### config.mk
export PLATFORM = sky130hd
export DESIGN_NAME = mcp_rx_buffer
export DESIGN_NICKNAME = d
export VERILOG_FILES = /design/src/rtl/mcp_rx_buffer.sv
export SDC_FILE = /design/constraint.sdc
export NUM_CORES = 1
export LEC_CHECK = 0
export CAP_MARGIN = 40
export CORE_MARGIN = 3
export CORE_UTILIZATION = 59
export CTS_BUF_LIST = sky130_fd_sc_hd__clkbuf_8
export DETAILED_ROUTE_END_ITERATION = 8
export PLACE_DENSITY = 0.95
export SLEW_MARGIN = 40
export SYNTH_ARGS = -nofsm -noshare
export SYNTH_HDL_FRONTEND = slang
export SYNTH_SLANG_ARGS = --single-unit
### constraint.sdc
create_clock -name bclk -period 3.2 [get_ports bclk]
set_clock_uncertainty 0.05 [all_clocks]
set_input_delay 0.64 -clock bclk [delete_from_list [all_inputs] [get_ports bclk]]
set_output_delay 0.64 -clock bclk [all_outputs]
set_load 0.01 [all_outputs]
### src/rtl/mcp_rx_buffer.sv
// Destination-side consumer for an MCP receiver: retires words with a one-cycle
// load pulse and buffers them in a small FWFT FIFO presented as a valid/ready stream.
module mcp_rx_buffer #(
    parameter int DW    = 8,
    parameter int DEPTH = 4,
    parameter int CW    = 16
) (
    input  logic                       bclk,
    input  logic                       brst_n,
    input  logic                       mcp_bvalid,
    input  logic [DW-1:0]              mcp_bdata,
    output logic                       mcp_bload,
    output logic                       out_valid,
    output logic [DW-1:0]              out_data,
    input  logic                       out_ready,
    output logic [$clog2(DEPTH+1)-1:0] count,
    output logic                       full,
    output logic                       empty,
    output logic [CW-1:0]              word_cnt
);

    localparam int PW   = $clog2(DEPTH);
    localparam int CNTW = $clog2(DEPTH+1);
    localparam logic [CNTW-1:0] DEPTH_C = CNTW'(DEPTH);
    localparam logic [CNTW-1:0] ONE_C   = CNTW'(1);
    localparam logic [PW-1:0]   PTR_INC = PW'(1);
    localparam logic [CW-1:0]   WC_INC  = CW'(1);

    typedef enum logic [0:0] {
        S_IDLE = 1'b0,
        S_HOLD = 1'b1
    } state_t;

    state_t          state_r;
    logic [DW-1:0]   mem_r [DEPTH];
    logic [PW-1:0]   wr_ptr_r;
    logic [PW-1:0]   rd_ptr_r;
    logic [CNTW-1:0] count_r;
    logic [CNTW-1:0] count_nxt_s;
    logic            full_r;
    logic            empty_r;
    logic [CW-1:0]   word_cnt_r;
    logic            push_s;
    logic            pop_s;

    // Load decision and next occupancy; load is held off during reset and uses registered full only.
    always_comb begin
        push_s      = brst_n && (state_r == S_IDLE) && mcp_bvalid && !full_r;
        pop_s       = !empty_r && out_ready;
        count_nxt_s = count_r;
        if (push_s && !pop_s) begin
            count_nxt_s = count_r + ONE_C;
        end else if (pop_s && !push_s) begin
            count_nxt_s = count_r - ONE_C;
        end else begin
            count_nxt_s = count_r;
        end
    end

    // Load FSM: S_HOLD masks the receiver's one-cycle lag in dropping mcp_bvalid.
    always_ff @(posedge bclk or negedge brst_n) begin
        if (!brst_n) begin
            state_r <= S_IDLE;
        end else begin
            case (state_r)
                S_IDLE:  state_r <= push_s ? S_HOLD : S_IDLE;
                S_HOLD:  state_r <= S_IDLE;
                default: state_r <= S_IDLE;
            endcase
        end
    end

    // FIFO storage, pointers and registered occupancy flags.
    always_ff @(posedge bclk or negedge brst_n) begin
        if (!brst_n) begin
            for (int i = 0; i < DEPTH; i++) begin
                mem_r[i] <= '0;
            end
            wr_ptr_r <= '0;
            rd_ptr_r <= '0;
            count_r  <= '0;
            full_r   <= 1'b0;
            empty_r  <= 1'b1;
        end else begin
            if (push_s) begin
                mem_r[wr_ptr_r] <= mcp_bdata;
                wr_ptr_r        <= wr_ptr_r + PTR_INC;
            end
            if (pop_s) begin
                rd_ptr_r <= rd_ptr_r + PTR_INC;
            end
            count_r <= count_nxt_s;
            full_r  <= (count_nxt_s == DEPTH_C);
            empty_r <= (count_nxt_s == '0);
        end
    end

    // Retired-word counter, wraps silently.
    always_ff @(posedge bclk or negedge brst_n) begin
        if (!brst_n) begin
            word_cnt_r <= '0;
        end else if (push_s) begin
            word_cnt_r <= word_cnt_r + WC_INC;
        end
    end

    assign mcp_bload = push_s;
    assign out_valid = !empty_r;
    assign out_data  = mem_r[rd_ptr_r];
    assign count     = count_r;
    assign full      = full_r;
    assign empty     = empty_r;
    assign word_cnt  = word_cnt_r;

endmodule

==> reports/metrics.cfg <==
[outcome]
status = complete, no violations

[global_route]
grt_antenna_before_repair = 0
grt_pass1_vias = 1776
overflow = 0
grt_max_degree = 59
grt_first_pass_wirelength_um = 8670
grt_usage_pct = 22.2

[power_and_ir_drop]
max-vdd-ir-drop_v = 0.000587
p_per_area_nw_per_um2 = 922
p_leak_nw = 1.49
post-layout-total-power_mw = 3.05

[cts]
cts_buffers = 9
cts-htree-levels = 3
cts_resized = 0
cts_tree = built
clockBufferDepth = 2
root_buffer = clkbuf_8
clock-sinks = 58
clk_pin_slew_worst_paths_ns = 0.06
cts-hold-fix-buffers = 0
insertion_delay_ns = 0.33
post_cts_buffers = 0

[drt]
drt_wl_total_um = 5160
drc = 0
viasPerCell = 5.74
vias = 1682
dr.pass1.iters = 5
ant_nets = 0
wl_per_cell_um = 17.6
drt_first_iter_violations = 86

[yosys]
synth.ff_latch_count = 58
synth_seq_area_share_pct = 54.2
synth_cell_types = 34
synth_warnings = 0
synth_ff_type = dfrtp_1
async_flop_share_pct = 100
syn-num-nets = 208
synth_edf_count = 0
postSynthAreaPerCell_sq_um = 14.2
syn-cell-area_sq_um = 2680
synthCells = 189

[layout]
drive_gt1_share_pct = 25.9
final_cells = 293
num_antenna_cells = 0
final_area_sq_um = 3300
fillers = 257
final_util_pct = 78.6
final_nets = 259
area_growth_pct = 23.1

[timing]
final_hold_viol_count = 0
setup_tns_ns = 0
rsz0062_at_grt = no
min_period_ns = 2.83
drv_slew = 0
relSlewSlack_pct = 52.8
max_freq_mhz = 353
fin_crit_sh_pct = 88.5
worst_pin_slew_ns = 0.708
setup_violations = 0

[run]
maxCapViolations = 0

[place]
placed_cells = 279
place_hpwl_um = 3540
placed_cell_area_sq_um = 3140
io_buffers = 42
gp_congestion = 0.794

[setup_path]
cp_data_required_time_ns = 2.51
critPathKind = flop to output pin
cp_max_fo = 10
worstSetupStartpointType = flop
r2r_slack_ns = 1.52
arrival_ns = 2.14
cp-end-kind = output pin

[die]
die_x_um = 73.4
initial_utilization_pct = 63.8
num_rows = 23
pin_count = 43
die-area_sq_um = 5390
core_sq_um = 4200
dieHeight_um = 73.4

[hold_path]
hp-class = flop to flop

## synthesized netlist by cell type, types with 2 or more instances
cell     count  area, sq um
dfrtp_1     57         1430
mux2_2      28          315
xnor2_1     15          131
nand2_1     12         45.0
nand3_1      9         45.0
mux4_2       8          180
ha_1         7         87.6
inv_1        6         22.5
xor2_1       5         43.8
mux2_1       4         45.0
nand4_1      4         25.0
nor2_1       4         15.0
and3_1       3         18.8
nand2_4      3         33.8
nor3_1       3         15.0
buf_6        2         22.5
nor4_4       2         42.5
## cell type report
class | count | area, sq um | area share [%]
clock buffer | 10 | 138 | 4.17
clock inverter | 4 | 21.3 | 0.644
inverter | 7 | 31.3 | 0.947
multi-input combinational | 120 | 1170 | 35.3
sequential | 58 | 1450 | 44.0
tap | 50 | 62.6 | 1.89
timing repair buffer | 44 | 430 | 13.0
## layout by cell type, fill, tap and decap left out
cell,instances
mux2_1,4
o31ai_1,1
nand2b_1,1
o21ba_1,1
o21ai_0,1
and2b_1,1
buf_4,2
clkbuf_8,10
mux4_2,8
nor2_2,1
nor3_1,3
buf_2,1
a21boi_0,1
o211ai_1,1
nand4_1,4
ha_1,7
nand2_4,3
a221oi_2,1
nor4_4,2
dfrtp_1,57
clkdlybuf4s50_1,41
and3b_1,1
nor2_1,4
nand2_1,12
nor3_2,1
clkinv_2,2
clkinvlp_4,1
inv_1,7
xnor2_1,15
clkinv_4,1
a21oi_1,1
and3_1,3
dfstp_2,1
nand3_1,9
nand4bb_4,1
xor2_1,5
mux2_2,28
## worst max-delay path, cell delays in order (launching register included)
cell and delay (ns):
dfrtp_1 0.72, mux4_2 0.59, clkdlybuf4s50_1 0.51
## power breakdown
| part | internal, mW | total (mW) | switching, mW |
|---|---|---|---|
| Combinational | 0.752 | 1.20 | 0.448 |
| Clock | 0.287 | 0.562 | 0.275 |
| Sequential | 1.03 | 1.28 | 0.254 |
| Total | 2.07 | 3.05 | 0.977 |
## registers in the layout (all words and copies together), names as in the netlist
signal	cells
mem_r	32
state_r	1
count	3
full	1
rd_ptr_r	2
wr_ptr_r	2
word_cnt	16
empty	1
## routing by layer
layer  global-route usage [%]  share of wire (%)  up-vias
met5                        0                  0        -
met4                     12.5                2.8        0
met3                     5.61                3.8       15
met2                     35.4                 50       42
met1                     27.5                 43      851
li1                         -                  -      774
## metrics by stage
| stage | hold WS (ns) | worst slack [ns] |
|---|---|---|
| after CTS | 0.442 | 0.312 |
| after floorplan | 0.294 | 1.39 |
| after global routing | 0.466 | 0.220 |
| after detailed placement | 0.428 | 0.510 |
| final | 0.432 | 0.368 |
| after global placement | 0.411 | 0.534 |
## path summary, 6_finish.rpt
| check | startpoint | to | cells past startpoint |
|---|---|---|---|
| setup / recovery | rd_ptr_r[0]$_DFFE_PN0P_ | out_data[0] | 2 |
| hold / removal | word_cnt[15]$_DFFE_PN0P_ | word_cnt[15]$_DFFE_PN0P_ | 1 |
| setup reg to reg | full$_DFF_PN0_ | word_cnt[10]$_DFFE_PN0P_ | 5 |
| hold reg to reg | word_cnt[15]$_DFFE_PN0P_ | word_cnt[15]$_DFFE_PN0P_ | 1 |
| max in group asynchronous | brst_n | mem_r[18]$_DFFE_PN0P_ | 2 |
| min in group asynchronous | brst_n | mem_r[9]$_DFFE_PN0P_ | 2 |
## kinds of logic after synthesis
| group | synth area share (%) |
|---|---|
| flip-flops | 54.2 |
| AND/OR/NAND/NOR | 11.4 |
| multiplexers | 20.1 |
| adder cells (fa/ha/maj) | 3.26 |
| AO/OA/AOI/OAI | 2.15 |
| buffers and inverters | 2.33 |
| XOR/XNOR | 6.53 |
(Power assumes the default switching activity.)
